`src/rtl/nonce_result_tx_pkg.sv`:
```
// Shared constants, FSM encoding and byte-lane selection
// for the nonce result framer.
package nonce_result_tx_pkg;

  localparam int FIFO_DEPTH  = 8;
  localparam int FIFO_ADDR_W = 3;
  localparam int FRAME_BYTES = 5;
  localparam int FRAME_W     = 33;

  localparam logic [7:0] TAG_FOUND = 8'h4E;
  localparam logic [7:0] TAG_DONE  = 8'h44;

  typedef enum logic [1:0] {
    S_IDLE = 2'd0,
    S_SEND = 2'd1,
    S_GAP  = 2'd2
  } state_e;

  // Byte 0 is the tag, bytes 1..4 the nonce MSB first
  function automatic logic [7:0] frame_byte(
    input logic [32:0] f,
    input logic [2:0]  idx
  );
    logic [7:0] b;
    unique case (idx)
      3'd0:    b = f[32] ? TAG_DONE : TAG_FOUND;
      3'd1:    b = f[31:24];
      3'd2:    b = f[23:16];
      3'd3:    b = f[15:8];
      default: b = f[7:0];
    endcase
    return b;
  endfunction

endpackage

```
`src/rtl/nonce_result_tx_sync_fifo.sv`:
```
// First-word-fall-through synchronous FIFO with a
// registered occupancy count.
module sync_fifo #(
  parameter int WIDTH  = 33,
  parameter int DEPTH  = 8,
  parameter int ADDR_W = 3
) (
  input  logic              clk,
  input  logic              rst,
  input  logic              wr_en,
  input  logic [WIDTH-1:0]  wr_data,
  input  logic              rd_en,
  output logic [WIDTH-1:0]  rd_data,
  output logic              empty,
  output logic              full,
  output logic [ADDR_W:0]   level
);

  localparam logic [ADDR_W:0] FULL_LVL = (ADDR_W+1)'(DEPTH);

  logic [WIDTH-1:0]  mem_q [DEPTH];
  logic [ADDR_W-1:0] wr_ptr_q, wr_ptr_d;
  logic [ADDR_W-1:0] rd_ptr_q, rd_ptr_d;
  logic [ADDR_W:0]   level_q, level_d;
  logic              do_wr, do_rd;

  assign empty   = (level_q == '0);
  assign full    = (level_q == FULL_LVL);
  assign level   = level_q;
  assign rd_data = mem_q[rd_ptr_q];

  assign do_rd = rd_en && !empty;
  // A write into a full FIFO is fine when the head leaves this cycle
  assign do_wr = wr_en && (!full || do_rd);

  always_comb begin
    wr_ptr_d = wr_ptr_q;
    rd_ptr_d = rd_ptr_q;
    level_d  = level_q;
    if (do_wr) wr_ptr_d = wr_ptr_q + 1'b1;
    if (do_rd) rd_ptr_d = rd_ptr_q + 1'b1;
    if (do_wr && !do_rd) level_d = level_q + 1'b1;
    if (do_rd && !do_wr) level_d = level_q - 1'b1;
  end

  always_ff @(posedge clk) begin
    if (rst) begin
      wr_ptr_q <= '0;
      rd_ptr_q <= '0;
      level_q  <= '0;
    end else begin
      wr_ptr_q <= wr_ptr_d;
      rd_ptr_q <= rd_ptr_d;
      level_q  <= level_d;
    end
  end

  always_ff @(posedge clk) begin
    if (do_wr) mem_q[wr_ptr_q] <= wr_data;
  end

endmodule

```
`src/rtl/nonce_result_tx.sv`:
```
// Buffers miner results and frames each one as a tag
// byte plus a big-endian nonce for the serial TX path.
module nonce_result_tx
  import nonce_result_tx_pkg::*;
#(
  parameter int DEPTH  = FIFO_DEPTH,
  parameter int ADDR_W = FIFO_ADDR_W
) (
  input  logic            clk,
  input  logic            rst,
  input  logic            new_result,
  input  logic            result_done,
  input  logic [31:0]     result_data,
  output logic [7:0]      tx_data,
  output logic            new_tx_data,
  input  logic            tx_busy,
  output logic [ADDR_W:0] fifo_level,
  output logic            overflow,
  input  logic            clear_ovf
);

  state_e             state_q, state_d;
  logic [2:0]         idx_q, idx_d;
  logic [FRAME_W-1:0] frame_q, frame_d;
  logic [7:0]         txd_q, txd_d;
  logic               ntx_q, ntx_d;
  logic               ovf_q, ovf_d;

  logic               pop, push_ok;
  logic               f_empty, f_full;
  logic [FRAME_W-1:0] f_head;

  assign pop     = (state_q == S_IDLE) && !f_empty;
  assign push_ok = new_result && (!f_full || pop);

  sync_fifo #(
    .WIDTH  (FRAME_W),
    .DEPTH  (DEPTH),
    .ADDR_W (ADDR_W)
  ) u_fifo (
    .clk     (clk),
    .rst     (rst),
    .wr_en   (push_ok),
    .wr_data ({result_done, result_data}),
    .rd_en   (pop),
    .rd_data (f_head),
    .empty   (f_empty),
    .full    (f_full),
    .level   (fifo_level)
  );

  // A drop in the same cycle as a clear still leaves the flag set
  always_comb begin
    ovf_d = ovf_q;
    if (clear_ovf) ovf_d = 1'b0;
    if (new_result && !push_ok) ovf_d = 1'b1;
  end

  always_comb begin
    state_d = state_q;
    idx_d   = idx_q;
    frame_d = frame_q;
    txd_d   = txd_q;
    ntx_d   = 1'b0;
    unique case (state_q)
      S_IDLE: begin
        if (!f_empty) begin
          frame_d = f_head;
          idx_d   = '0;
          state_d = S_SEND;
        end
      end
      S_SEND: begin
        if (!tx_busy) begin
          txd_d   = frame_byte(frame_q, idx_q);
          ntx_d   = 1'b1;
          state_d = S_GAP;
        end
      end
      S_GAP: begin
        if (idx_q == 3'(FRAME_BYTES-1)) begin
          state_d = S_IDLE;
        end else begin
          idx_d   = idx_q + 1'b1;
          state_d = S_SEND;
        end
      end
      default: state_d = S_IDLE;
    endcase
  end

  always_ff @(posedge clk) begin
    if (rst) begin
      state_q <= S_IDLE;
      idx_q   <= '0;
      frame_q <= '0;
      txd_q   <= '0;
      ntx_q   <= 1'b0;
      ovf_q   <= 1'b0;
    end else begin
      state_q <= state_d;
      idx_q   <= idx_d;
      frame_q <= frame_d;
      txd_q   <= txd_d;
      ntx_q   <= ntx_d;
      ovf_q   <= ovf_d;
    end
  end

  assign tx_data     = txd_q;
  assign new_tx_data = ntx_q;
  assign overflow    = ovf_q;

endmodule

```
`config.mk`:
```
export PLATFORM = sky130hd
export DESIGN_NAME = nonce_result_tx
export DESIGN_NICKNAME = d
export VERILOG_FILES = /design/src/rtl/nonce_result_tx_pkg.sv /design/src/rtl/nonce_result_tx_sync_fifo.sv /design/src/rtl/nonce_result_tx.sv
export SDC_FILE = /design/constraint.sdc
export NUM_CORES = 1
export LEC_CHECK = 0
export ABC_AREA = 1
export BUFFER_PORTS_ARGS = -buffer_cell sky130_fd_sc_hd__buf_2
export CAP_MARGIN = 20
export CORE_MARGIN = 5
export CORE_UTILIZATION = 45
export CTS_BUF_LIST = sky130_fd_sc_hd__clkbuf_2
export DETAILED_ROUTE_END_ITERATION = 8
export GPL_TIMING_DRIVEN = 0
export PLACE_DENSITY = 0.67
export SLEW_MARGIN = 5
export SYNTH_ARGS = -nofsm -noshare
export SYNTH_HDL_FRONTEND = slang
export SYNTH_SLANG_ARGS = --single-unit
```
`constraint.sdc`:
```
create_clock -name clk -period 3.7 [get_ports clk]
set_input_delay 0.37 -clock clk [delete_from_list [all_inputs] [get_ports clk]]
set_output_delay 0.37 -clock clk [all_outputs]
set_load 0.05 [all_outputs]
```
* Word-level counts from Yosys, hierarchy flattened
Memories as Yosys holds them, arrays and structs flattened. A register that Yosys moved wholly into a read port is not among the register bits. Cells that the tools add are included.
Word-level totals: bits in registers 25, bits in latches 0, RAM bits 264, bits in read-only memories 0, bits of input ports 38, output and inout bits 14, word-level logic and storage cells 68, memories 1
Operators by class: add/subtract/negate cells 5, $mul 0, divide/modulo/power cells 0, order comparisons 0, equal/unequal tests 10, shift operators 0, mux-type cells 16, bitwise logic cells 3, reduce and logical (&&, ||, !) cells 25
Memory list:
- u_fifo.mem_q | depth 8, bits a word 33, rd ports 1, clocked after Yosys merged registers in 1, wr ports 1, line nonce_result_tx_sync_fifo.sv:21 | logic [WIDTH-1:0] mem_q [DEPTH];
Operators with widths (count):
- 8-bit case mux with 4 select lines | 1
- 4-bit 2-to-1 mux | 3
- 3-bit by 1-bit adder with 3-bit output, second input constant | 3
- 1-bit logical AND | 7
- 3-bit by 2-bit equality test with 1-bit output, second input constant | 2
- 1-bit 2-to-1 mux | 6
- 3-bit 2-to-1 mux | 2
- 2-bit inequality test, second input constant | 3
- 2-bit case mux with 3 select lines | 1
- 3-bit case mux with 2 select lines | 1
- 2-bit AND reduction | 3
- 2-bit nonzero test | 3
- 1-bit logical NOT | 5
- 4-bit by 1-bit adder with 4-bit output, second input constant | 1
- 4-bit equality test, second input constant | 1
- 4-bit logical NOT | 1
- 2-bit 2-to-1 mux | 2
- 4-bit by 1-bit subtractor with 4-bit output, second input constant | 1
- 3-bit by 1-bit equality test with 1-bit output, second input constant | 1
- 3-bit equality test, second input constant | 1
- 3-bit logical NOT | 1
- 1-bit NOT | 3
- 3-bit AND reduction | 1
- 2-bit by 1-bit equality test with 1-bit output, second input constant | 1
- other kinds (4) | 5

* Logic depth before layout (Yosys ltp)
Gate-level depths: netlist of run 1.
word-level depth 9, depth in mapped cells 15, gate-level depth less buffers 15

* By module
A second synthesis of run 1 with hierarchy kept.
Second synthesis, totals: cell total of the unflattened synthesis 1060, area, all modules 13088.8 um2
Modules (own cells, without submodules):
- sync_fifo | instances 1, cells an instance 769, area an instance 10948.0 um2, sequential area each 8187.9 um2
- nonce_result_tx | instances 1, cells an instance 291, area an instance 2140.8 um2, sequential area each 960.9 um2

* Least setup slack after synthesis of run 1
OpenSTA, ideal clock, no wires.
kind register to register, start point register u_fifo.level_q[0] (netlist: u_fifo.level[0]), end point memory u_fifo.mem_q[4][0] (enable), library setup time 465 ps, data arrival time 3548 ps, required time 3235 ps, setup slack -313 ps, cell stages (with the launch flop) 7, buffers on the path 0, period minus slack after synthesis 4013 ps, cells stage by stage dfxtp_1 inv_1 nand2_2 nor2_1 nand3_1 nand2_2 nor3_1
Between the ends: word-level cells in the longest chain between the ends 8, elaborated cells between the ends (all ways) 12, those cells by class eq/ne: 1; mux: 2; reduce/logical: 9
Ends and longest elaborated chain:
- from (decl) | line nonce_result_tx_sync_fifo.sv:24 | logic [ADDR_W:0] level_q, level_d;
- from (signal assigned) | line nonce_result_tx_sync_fifo.sv:54 | level_q <= level_d;
- 4-bit logical NOT | line nonce_result_tx_sync_fifo.sv:27 | assign empty = (level_q == '0);
- 1-bit logical NOT | line nonce_result_tx_sync_fifo.sv:32, nonce_result_tx.sv:33
- 1-bit logical AND | line nonce_result_tx.sv:33 | assign pop = (state_q == S_IDLE) && !f_empty;
- 1-bit logical OR or 1-bit logical AND (tied branches) | line nonce_result_tx.sv:34, nonce_result_tx_sync_fifo.sv:32
- 1-bit logical AND or 1-bit logical OR (tied branches) | line nonce_result_tx.sv:34, nonce_result_tx_sync_fifo.sv:34
- 1-bit logical AND * | line nonce_result_tx_sync_fifo.sv:34 | assign do_wr = wr_en && (!full || do_rd);
- 1-bit 2-to-1 mux * | line nonce_result_tx_sync_fifo.sv:59 | if (do_wr) mem_q[wr_ptr_q] <= wr_data;
- 1-bit 2-to-1 mux (implied by the code) * | line nonce_result_tx_sync_fifo.sv:59
- to (decl) | line nonce_result_tx_sync_fifo.sv:21
Mark *: on every way between the ends. The rest lies on a longest branch, timed or not.

* Worst setup path after layout of run 1
start point register u_fifo.level_q[0] (netlist: u_fifo.level[0]), end point memory u_fifo.mem_q[6][20] (enable)
Same word-level chain as after synthesis.

==> results of run 1 <==
==> layout by cell type (no fill, tap or decap), drive strengths merged <==
master	netlist	layout
edfxtp	264	264
nor2	166	166
nand2	138	138
clkbuf	24	138
o21ai	126	126
buf	43	111
nand3	95	95
inv	92	92
dfxtp	58	58
o211ai	56	56
a21oi	47	47
dlygate4sd3	0	38
clkinv	1	27
ha	10	10
o21bai	7	7
nor3	7	7
nand4	5	5
diode	0	2
nand3b	2	2
o21a	2	2
xnor2	2	2
or2	1	1
xor2	1	1
and3	1	1
bufinv	0	1
clkinvlp	0	1
==> flip-flops by register name (all words and copies together), names as in the netlist <==
| register | count |
|---|---|
| u_fifo.level | 4 |
| idx_q | 3 |
| tx_data | 8 |
| state_q | 2 |
| u_fifo.mem_q | 264 |
| frame_q | 33 |
| u_fifo.rd_ptr_q | 3 |
| new_tx_data | 1 |
| u_fifo.wr_ptr_q | 3 |
| overflow | 1 |
==> what timing repair did <==
| item | CTS | global route |
|---|---|---|
| resized for setup | 0 | 0 |
| endpoints found under the hold margin | 275 | 0 |
| hold buffers | 38 | 0 |
==> final cells by class <==
class | instances | area share [%]
Clock inverter | 28 | 0.9831
Tap cell | 384 | 3.146
Buffer | 67 | 2.605
Sequential cell | 322 | 59.51
Clock buffer | 114 | 3.736
Inverter | 93 | 2.319
Multi-Input combinational cell | 666 | 22.03
Timing Repair Buffer | 106 | 5.637
Antenna cell | 2 | 0.03277
==> Yosys cell counts, drive strengths merged, types with 10 or more instances <==
master	n	area share (%)
nand2	138	4.0
dfxtp	58	8.8
a21oi	47	2.4
edfxtp	264	60
o21ai	126	4.8
nand3	95	3.6
ha	10	0.95
clkbuf	24	0.93
buf	43	2.1
inv	92	2.7
o211ai	56	3.2
nor2	166	4.8
==> path summary, 6_finish.rpt <==
check / from / end / cells past startpoint / slack, ps
max: u_fifo.level[0] / u_fifo.mem_q[6][20] / 8 / 1280
min reg2reg: overflow / overflow / 2 / 490
min: result_data[24] / u_fifo.mem_q[6][24] / 2 / 290
max reg2reg: u_fifo.level[0] / u_fifo.mem_q[6][20] / 8 / 1280
==> stage by stage <==
stage,hold WS [ps],TNS [ps],worst slack (ps),utilization (%)
final,292.5,0,1280,53.07
after global routing,247.9,0,1072,53.06
after CTS,227.2,0,1230,53.05
after detailed placement,492.1,0,1273,49.22
after global placement,488.1,-294130,-2001,48.25
after floorplan,449.2,-41310,-313.0,-
==> routing by layer <==
| layer | global-route usage, % | up-vias | part of all wire, % |
|---|---|---|---|
| met4 | 6.725 | 0 | 2.1 |
| met5 | 0 | - | 0 |
| met3 | 3.680 | 53 | 6.9 |
| met1 | 27.10 | 4411 | 44 |
| li1 | - | 4453 | - |
| met2 | 31.14 | 340 | 47 |
==> cells by family after synthesis <==
family	count (synthesis)	share of synthesized area, %
compound gates	238	10.95
xor+xnor	3	0.1998
fa+ha+maj	10	0.9511
buf+inv	160	5.716
flops	322	69.09
simple gates	415	13.10
==> where the power goes <==
group          leakage (nW)  switching [mW]  internal (mW)
Combinational          2.40            2.24           1.02
Sequential             2.88           0.160           4.22
Clock                 0.536            1.39          0.905
==> impl_metrics.csv, run 1 <==
group,metric,value,unit
run,number_of_max_cap_violations,0,
worst_setup_path,timing.critical_path.slowest_stage_cell,"nor3_2",
layout,fillCellCount,2480,
logic_synthesis,syn_avg_cell_area,11.46,um2
layout,final_design_area_no_fill,15270,um2
sta,max_slew.worst_pin.slew,838.0,ps
clock_tree,clock_sink_count,322,
worst_setup_path,cells_traversed_along_the_worst_timing_path,"inv_1 -> nand2_2 -> nor2_1 -> nand3_1 -> nand2_2 -> nor3_2 -> buf_8 -> buf_4",
detailed_routing,routed_wire_length_per_instance,18.06,um
sta,slew_headroom,43.83,%
layout,multi_input_comb_area,3364,um2
logic_synthesis,ys_seq_area_share,69.09,%
worst_setup_path,cpLargestDelayFamily,"simple AND/OR/NAND/NOR gates",
worst_setup_path,critical_path.n_buffers_inverters,3,
die,core_region_area,28780,um2
pwr,largest_voltage_drop_on_the_vdd_net,0.2644,mV
clock_tree,cts-htree-levels,3,
logic_synthesis,syn_area,13160,um2
worst_setup_path,worstPathArrival,2950,ps
detailed_routing,drt-pass1-iter-count,5,
detailed_routing,vias_per_cell,5.195,
global_route,via_count_of_the_first_global_routing_pass,9162,
clock_tree,inserted_clock_buffers,81,
die,placementRows,62,
detailed_routing,remaining_drc_errors,0,
layout,drive_above_1_share,19.34,%
logic_synthesis,ys_ff_latch,322,
worst_setup_path,critPathRequiredTime,4230,ps
sta,max_freq,0.4132,GHz
sta,hold_viol_final,0,
detailed_routing,drt_iter0_drc,740,
logic_synthesis,total_number_of_yosys_warnings,0,
run_status,outcome,"finished, final reports clean",
logic_synthesis,post_synth_net_total,1196,
die,ioPinCount,52,
global_route,grt_pass1_wl,50240,um
pwr,total_power,9.925,mW
layout,total_nets_final,1385,
clock_tree,worst_skew_pair.late_latency,880,ps
worst_setup_path,critical_path.max_fanout,9,
logic_synthesis,dominantRegCellSynth,"edfxtp_1",
sta,final.setup_skew,75.29,ps
logic_synthesis,synth-async-reset-ratio,0,%
global_route,grtUsageTotal,19.52,%
layout,stdcell_count,1782,
placement,dpl.cell_count,1600,
global_route,grt_antenna_before_repair,1,
placement,detailed_place.area,14170,um2
clock_tree,clock_path_buffers,3,
worst_setup_path,setup_crit_path_kind,"register to register",
die,die_area,32750,um2
layout,register_area,9089,um2
clock_tree,cell_chosen_for_the_clock_root,"clkbuf_2",
placement,numPortBuffers,50,
die,height_of_the_die,181.0,um
logic_synthesis,synthCells,1148,
worst_setup_path,worst_setup_path_start_kind,"register",
clock_tree,cts.clk_slew.worst_paths,110,ps
global_route,grt_start_max_net_pins,22,
placement,finalWeightedCongestion,0.9026,
worst_setup_path,path_common_cell,"nand2_2",
global_route,grt_overflow_total,0,
clock_tree,post_cts_buffers,0,
clock_tree,tritoncts,"yes",
sta,post-route-period-util,65.41,%
worst_setup_path,critPathCaptureType,"register",
sta,setup_violations,0,
detailed_routing,postRouteWirelength,32190,um
sta,rsz0062_at_grt,"no",
die,start_util,45.71,%
sta,timing_max_transition_violations_final,0,
logic_synthesis,synthDistinctLibCells,34,
worst_hold_path,hp-class,"primary input to register",
detailed_routing,routed-via-count,9257,
pwr,cellLeakagePower,5.815,nW
placement,dp_hpwl,21590,um
detailed_routing,drt.antenna.violating_nets,0,
pwr,power-per-cell-area,649.9,nW/um2
logic_synthesis,edff_count_synth,264,
layout,flow.area_growth_from_synthesis,16.09,%
die,die-width,181.0,um
sta,time_the_final_worst_path_needs_with_i_o_delays_and_setup,2420,ps
worst_setup_path,timing.critical_path.slowest_cell_delay,670,ps
Note: power is estimated with default switching activity, not from simulation.
==> inputs of run 2 (changes only) <==
==> constraint.sdc (replaced) <==
create_clock -name clk -period 2 [get_ports clk]
set_input_delay 0.2 -clock clk [delete_from_list [all_inputs] [get_ports clk]]
set_output_delay 0.2 -clock clk [all_outputs]
set_load 0.05 [all_outputs]
==> impl_metrics.csv, run 2 (synthesis results as in run 1) <==
group,metric,value,unit
run_status,outcome,"finished, final reports clean",
sta,setup_violations,0,
placement,detailed_place.area,14230,um2
detailed_routing,vias_per_cell,5.248,
detailed_routing,drt.antenna.violating_nets,0,
clock_tree,clock_sink_count,322,
sta,post-route-period-util,94.50,%
worst_setup_path,critPathCaptureType,"register",
placement,dp_worst_setup_slack,-555.3,ps
placement,dpl.cell_count,1593,
worst_setup_path,critical_path.n_buffers_inverters,5,
detailed_routing,remaining_drc_errors,0,
layout,layout_common_cells,"edfxtp_1 (264), nor2_1 (159), nand2_1 (135)",
clock_tree,tritoncts,"yes",
die,start_util,45.71,%
die,die-width,181.0,um
sta,final.setup_skew,82.49,ps
sta,post-route-worst-setup-slack,110.0,ps
layout,stdcell_count,1794,
worst_setup_path,worst_setup_path_start_kind,"register",
layout,flow.area_growth_from_synthesis,19.22,%
global_route,grt_overflow_total,0,
layout,mostFrequentLayoutCell,"edfxtp_1",
layout,utilization,54.50,%
detailed_routing,postRouteWirelength,32920,um
layout,total_nets_final,1395,
pwr,cellLeakagePower,5.981,nW
global_route,grt_pass1_wl,49960,um
detailed_routing,drt-pass1-iter-count,5,
run,number_of_max_cap_violations,0,
clock_tree,cell_chosen_for_the_clock_root,"clkbuf_2",
detailed_routing,routed_wire_length_per_instance,18.35,um
detailed_routing,routed-via-count,9415,
clock_tree,cts.clk_slew.worst_paths,90,ps
worst_setup_path,critPathRequiredTime,2750,ps
die,die_area,32750,um2
worst_setup_path,reg2regPathDepth,12,
worst_setup_path,reg2reg_to,"u_fifo.level[3]",
sta,totalNegativeSetupSlack,0,ps
global_route,grtUsageTotal,19.70,%
placement,dp_hpwl,20920,um
layout,largest_register_ff_count,264,
sta,max_slew.worst_pin.slew,667.4,ps
worst_hold_path,whs_path_depth,3,
sta,slew_headroom,55.50,%
sta,rsz0062_at_grt,"yes",
layout,register_area,9104,um2
global_route,grt_start_max_net_pins,19,
worst_hold_path,hp-class,"primary input to register",
global_route,via_count_of_the_first_global_routing_pass,8896,
worst_setup_path,worst_r2r_startpoint,"u_fifo.level[2]",
die,placementRows,62,
worst_hold_path,timing.hold.worst.start,"tx_busy",
worst_hold_path,capture_endpoint_of_the_worst_hold_path,"state_q[1]",
detailed_routing,drt_iter0_drc,900,
sta,timing_max_transition_violations_final,0,
layout,drive_above_1_share,21.58,%
pwr,largest_voltage_drop_on_the_vdd_net,0.4848,mV
worst_setup_path,timing.critical_path.slowest_cell_delay,370,ps
clock_tree,clock_path_buffers,3,
clock_tree,worst_skew_pair.late_latency,890,ps
clock_tree,inserted_clock_buffers,80,
sta,time_the_final_worst_path_needs_with_i_o_delays_and_setup,1890,ps
sta,hold_viol_final,0,
clock_tree,cts-htree-levels,3,
sta,fin_worst_hold_slack,108.6,ps
die,core_region_area,28780,um2
pwr,power-per-cell-area,1219,nW/um2
layout,multi_input_comb_area,3476,um2
placement,finalWeightedCongestion,0.8693,
die,height_of_the_die,181.0,um
layout,fillCellCount,2462,
worst_setup_path,critical_path.max_fanout,14,
pwr,total_power,19.11,mW
layout,final_design_area_no_fill,15680,um2
sta,max_freq,0.5291,GHz
worst_setup_path,worstPathArrival,2640,ps
worst_setup_path,path_common_cell,"inv_1",
layout,top_register_by_number_of_flip_flops,"u_fifo.mem_q",
worst_setup_path,cells_traversed_along_the_worst_timing_path,"inv_1 -> nand2_1 -> o21bai_4 -> inv_4 -> buf_4 -> ha_1 -> xnor2_2 -> inv_1 -> nand3_1 -> nand3_1 -> nand2_1 -> inv_1",
global_route,grt_antenna_before_repair,1,
worst_setup_path,r2r_slack,110,ps
placement,numPortBuffers,50,
die,ioPinCount,52,
worst_setup_path,setup_crit_path_kind,"register to register",
worst_setup_path,timing.critical_path.slowest_stage_cell,"dfxtp_4",
worst_setup_path,cpLargestDelayFamily,"buffers and inverters",
==> run 2: changes by cell type in the layout (fill, tap and decap cells not counted), sizes merged <==
cell / before / now
buf: 111 / 121
clkinv: 27 / 23
bufinv: 1 / 4
inv: 92 / 95
clkbuf: 138 / 139
clkinvlp: 1 / 0
diode: 2 / 1
nor2: 166 / 167
==> run 2: layout make-up <==
cell class / instances / area share (%)
flip-flops and latches: 322 / 58.05
multi-input cells: 667 / 22.16
repair buffers: 117 / 6.733
clock buffers: 115 / 3.670
well taps: 384 / 3.063
plain buffers: 66 / 2.513
inverters: 93 / 2.274
clock inverters: 29 / 1.524
diodes: 1 / 0.01596
==> run 2: power by group <==
| group | switching (mW) | total, mW | internal, mW |
|---|---|---|---|
| Clock | 2.63 | 4.72 | 2.10 |
| Sequential | 0.301 | 8.13 | 7.83 |
| Combinational | 4.23 | 6.26 | 2.02 |
| Total | 7.16 | 19.1 | 11.9 |
==> run 2: worst max-delay path by stage <==
| stage | from | endpoint | slack (ps) | depth (start not counted) |
|---|---|---|---|---|
| 3_3_place_gp | u_fifo.level[0] | u_fifo.mem_q[4][26] | -770 | 6 |
| 5_1_grt | u_fifo.level[0] | u_fifo.level[2] | -50 | 14 |
| 3_5_place_dp | u_fifo.wr_ptr_q[0] | u_fifo.mem_q[3][26] | -560 | 2 |
| 4_1_cts | u_fifo.level[0] | u_fifo.level[2] | 7 | 14 |
| 2_1_floorplan | u_fifo.level[0] | u_fifo.mem_q[0][0] | -160 | 6 |
| 6_report | u_fifo.level[2] | u_fifo.level[3] | 110 | 12 |
==> run 2: repair_timing <==
item | in CTS | in global routing
cloned | 1 | 0
gates resized for setup | 4 | 13
hold buffers | 38 | 0
hold endpoints to repair | 334 | 0
setup endpoints to repair | 149 | 33
pin swaps | 8 | 5
setup buffers | 13 | 5
==> run 2: metal layers <==
| layer | wire length [um] | track usage [%] | vias up |
|---|---|---|---|
| met1 | 14240 | 27.66 | 4472 |
| met5 | 0 | 0 | - |
| met4 | 915 | 7.325 | 0 |
| li1 | - | - | 4464 |
| met3 | 2600 | 4.122 | 77 |
| met2 | 15160 | 30.52 | 402 |
==> run 2: worst min-delay path, stage by stage <==
cell and delay [ps]:
dlygate4sd3_1 520, buf_2 150, nor3_1 60
==> inputs of run 3 (changes only) <==
--- a/config.mk
+++ b/config.mk
@@ -5,15 +5,16 @@
 export SDC_FILE = /design/constraint.sdc
 export NUM_CORES = 1
 export LEC_CHECK = 0
-export ABC_AREA = 1
 export BUFFER_PORTS_ARGS = -buffer_cell sky130_fd_sc_hd__buf_2
 export CAP_MARGIN = 20
+export CELL_PAD_IN_SITES_DETAIL_PLACEMENT = 1
+export CELL_PAD_IN_SITES_GLOBAL_PLACEMENT = 2
 export CORE_MARGIN = 5
-export CORE_UTILIZATION = 45
+export CORE_UTILIZATION = 44
 export CTS_BUF_LIST = sky130_fd_sc_hd__clkbuf_2
 export DETAILED_ROUTE_END_ITERATION = 8
 export GPL_TIMING_DRIVEN = 0
-export PLACE_DENSITY = 0.67
+export PLACE_DENSITY = 0.81
 export SLEW_MARGIN = 5
 export SYNTH_ARGS = -nofsm -noshare
 export SYNTH_HDL_FRONTEND = slang
==> impl_metrics.csv, run 3 <==
group,metric,value,unit
run_status,outcome,"complete, but fails checks",
run_status,failed_checks,"setup timing",
sta,post-route-worst-setup-slack,-372.6,ps
layout,utilization,54.32,%
sta,max_freq,0.4215,GHz
layout,top_register_by_number_of_flip_flops,"u_fifo.mem_q",
layout,total_nets_final,907,
logic_synthesis,post_synth_net_total,704,
die,die_area,31460,um2
worst_setup_path,critPathRequiredTime,2730,ps
placement,dp_hpwl,19290,um
die,start_util,44.48,%
placement,numPortBuffers,51,
sta,hold_viol_final,0,
die,ioPinCount,52,
logic_synthesis,ys_ff_latch,322,
logic_synthesis,ys_seq_area_share,73.75,%
placement,detailed_place.area,13450,um2
clock_tree,inserted_clock_buffers,78,
clock_tree,cell_chosen_for_the_clock_root,"clkbuf_2",
global_route,grt_antenna_before_repair,2,
pwr,largest_voltage_drop_on_the_vdd_net,0.5464,mV
detailed_routing,drt.antenna.violating_nets,0,
layout,layout_common_cells,"edfxtp_1 (264), clkbuf_2 (128), mux4_2 (66)",
logic_synthesis,synth_compound_area_share,4.386,%
layout,flow.area_growth_from_synthesis,22.10,%
run,number_of_max_cap_violations,0,
detailed_routing,vias_per_cell,5.411,
worst_hold_path,whs_path_depth,2,
logic_synthesis,total_number_of_yosys_warnings,0,
sta,slew_headroom,54.20,%
layout,drive_above_1_share,40.72,%
detailed_routing,drt-pass1-iter-count,5,
logic_synthesis,syn_avg_cell_area,18.79,um2
worst_hold_path,timing.hold.worst.start,"result_data[4]",
logic_synthesis,synthCells,656,
logic_synthesis,yosysMostFrequentCell,"edfxtp_1",
worst_setup_path,critical_path.max_fanout,3,
logic_synthesis,post_synthesis_simple_gate_area_fraction,5.959,%
logic_synthesis,synth_top_family_by_area,"multiplexers",
pwr,cellLeakagePower,5.114,nW
sta,post-route-period-util,118.6,%
clock_tree,cts-htree-levels,3,
die,core_region_area,27710,um2
detailed_routing,remaining_drc_errors,0,
logic_synthesis,synth_mux_area_share,12.31,%
sta,final.setup_skew,48.73,ps
clock_tree,tritoncts,"yes",
die,placementRows,61,
global_route,grt_pass1_wl,45490,um
worst_setup_path,critPathCaptureType,"register",
logic_synthesis,synth-async-reset-ratio,0,%
logic_synthesis,netlist_top_cells_count,"edfxtp_1 (264), mux4_2 (66), dfxtp_1 (58)",
detailed_routing,postRouteWirelength,29640,um
worst_setup_path,worstPathArrival,3100,ps
layout,largest_register_ff_count,264,
logic_synthesis,syn_area,12320,um2
die,height_of_the_die,177.4,um
worst_setup_path,r2r_slack,-370,ps
clock_tree,clock_sink_count,322,
global_route,grt_start_max_net_pins,24,
worst_setup_path,reg2reg_to,"u_fifo.level[2]",
logic_synthesis,dominantRegCellSynth,"edfxtp_1",
logic_synthesis,synthDistinctLibCells,50,
worst_hold_path,capture_endpoint_of_the_worst_hold_path,"u_fifo.mem_q[0][4]",
pwr,power-per-cell-area,1242,nW/um2
global_route,via_count_of_the_first_global_routing_pass,7696,
clock_tree,worst_skew_pair.late_latency,820,ps
die,die-width,177.4,um
logic_synthesis,synth.area.top_cells,"edfxtp_1 (64%), mux4_2 (12%), dfxtp_1 (9.4%)",
global_route,grtUsageTotal,19.40,%
logic_synthesis,yosys.area.top_type_share,64.32,%
clock_tree,cts.clk_slew.worst_paths,110,ps
logic_synthesis,edff_count_synth,264,
layout,mostFrequentLayoutCell,"edfxtp_1",
detailed_routing,routed-via-count,7040,
worst_setup_path,setup_crit_path_kind,"register to register",
placement,dp_worst_setup_slack,-838.4,ps
sta,max_slew.worst_pin.slew,685.5,ps
sta,timing_max_transition_violations_final,0,
clock_tree,clock_path_buffers,3,
global_route,grt_overflow_total,0,
worst_setup_path,worst_r2r_startpoint,"u_fifo.level[2]",
detailed_routing,drt_iter0_drc,604,
worst_hold_path,hp-class,"primary input to register",
logic_synthesis,yosys.area_share.adder,1.015,%
logic_synthesis,synth_xor_xnor_area_share,0.4975,%
worst_setup_path,worst_setup_path_start_kind,"register",
detailed_routing,routed_wire_length_per_instance,22.78,um
layout,final_design_area_no_fill,15050,um2
placement,finalWeightedCongestion,0.8077,
sta,rsz0062_at_grt,"yes",
worst_setup_path,reg2regPathDepth,10,
sta,setup_violations,6,
logic_synthesis,yosysTopAreaCell,"edfxtp_1",
sta,time_the_final_worst_path_needs_with_i_o_delays_and_setup,2373,ps
-- run 3: changes by cell type after synthesis, sizes merged, moves of 11 or more --
cell	delta
nand2	-130
nand3	-89
inv	-82
o211ai	-55
a21oi	-39
clkbuf	-11
nor3	+29
mux4	+66
o21ai	-119
o22ai	+33
buf	-22
nor2	-111
-- run 3: worst max path at each step --
stage / start / depth (start not counted) / slack [ps] / to
2_1_floorplan: u_fifo.level[1] / 12 / -630 / u_fifo.level[2]
3_3_place_gp: state_q[1] / 4 / -1370 / u_fifo.mem_q[2][2]
3_5_place_dp: u_fifo.level[1] / 10 / -840 / u_fifo.level[2]
4_1_cts: u_fifo.level[2] / 10 / -340 / u_fifo.level[2]
5_1_grt: u_fifo.level[2] / 10 / -430 / u_fifo.level[2]
6_report: u_fifo.level[2] / 10 / -370 / u_fifo.level[2]
-- run 3: per-stage QoR --
| step | instances | hold WS [ps] | power [mW] | setup TNS [ps] |
|---|---|---|---|---|
| 2_1_floorplan | 656 | 294.2 | 12.29 | -46570 |
| 6_report | 1301 | 178.7 | 18.70 | -769.7 |
| 5_1_grt | 1301 | 75.97 | 19.79 | -1452 |
| 3_3_place_gp | 1085 | 441.0 | 13.67 | -276800 |
| 3_5_place_dp | 1097 | 456.3 | 13.90 | -105360 |
| 4_1_cts | 1298 | 61.63 | 18.77 | -668.9 |
-- run 3: area by class of cell --
type / instances / area [um2]
Antenna cell: 2 / 5.005
Buffer: 30 / 230.2
Clock buffer: 122 / 610.6
Clock inverter: 20 / 128.9
Fill cell: 2640 / 12660
Inverter: 10 / 53.80
Multi-Input combinational cell: 290 / 3224
Sequential cell: 322 / 9104
Tap cell: 378 / 473.0
Timing Repair Buffer: 127 / 1219
-- run 3: per-layer routing --
layer	share of wire [%]	vias to the layer above	wire length, um	track usage (%)
li1	-	3115	-	-
met1	42	3642	12450	25.61
met2	51	218	14970	32.50
met3	5.2	63	1544	4.452
met4	2.2	2	660	5.704
met5	0.044	-	13	0
-- run 3: logic make-up (layout without fill, tap and decap cells) --
group	Yosys count	after routing
XOR/XNOR	7	7
AO/OA/AOI/OAI	78	78
other	0	2
buffers and inverters	44	309
multiplexers	69	69
AND/OR/NAND/NOR	126	126
flip-flops	322	322
adder cells (fa/ha/maj)	10	10
-- run 3: power breakdown --
part           leakage (nW)  internal (mW)  switching [mW]  total (mW)
combinational          1.66           2.56            3.37        5.93
sequential             2.88           7.95           0.451        8.40
clock                 0.571           1.86            2.50        4.36
-- run 3: worst max-delay path, cell delays in order, from the launching register on --
cell,delay [ps]
dfxtp_4,360
or4_4,580
nand2_8,120
inv_16,40
ha_4,160
xor2_2,170
ha_2,180
a21oi_2,120
xor2_1,110
or3_1,330
a21oi_2,130
-- run 3: repair_timing --
action	in CTS	in global routing
pin swaps	20	6
hold buffers	39	0
buffers inserted	24	2
endpoints found under the hold margin	280	0
setup endpoints to repair	305	76
resized for setup	36	19
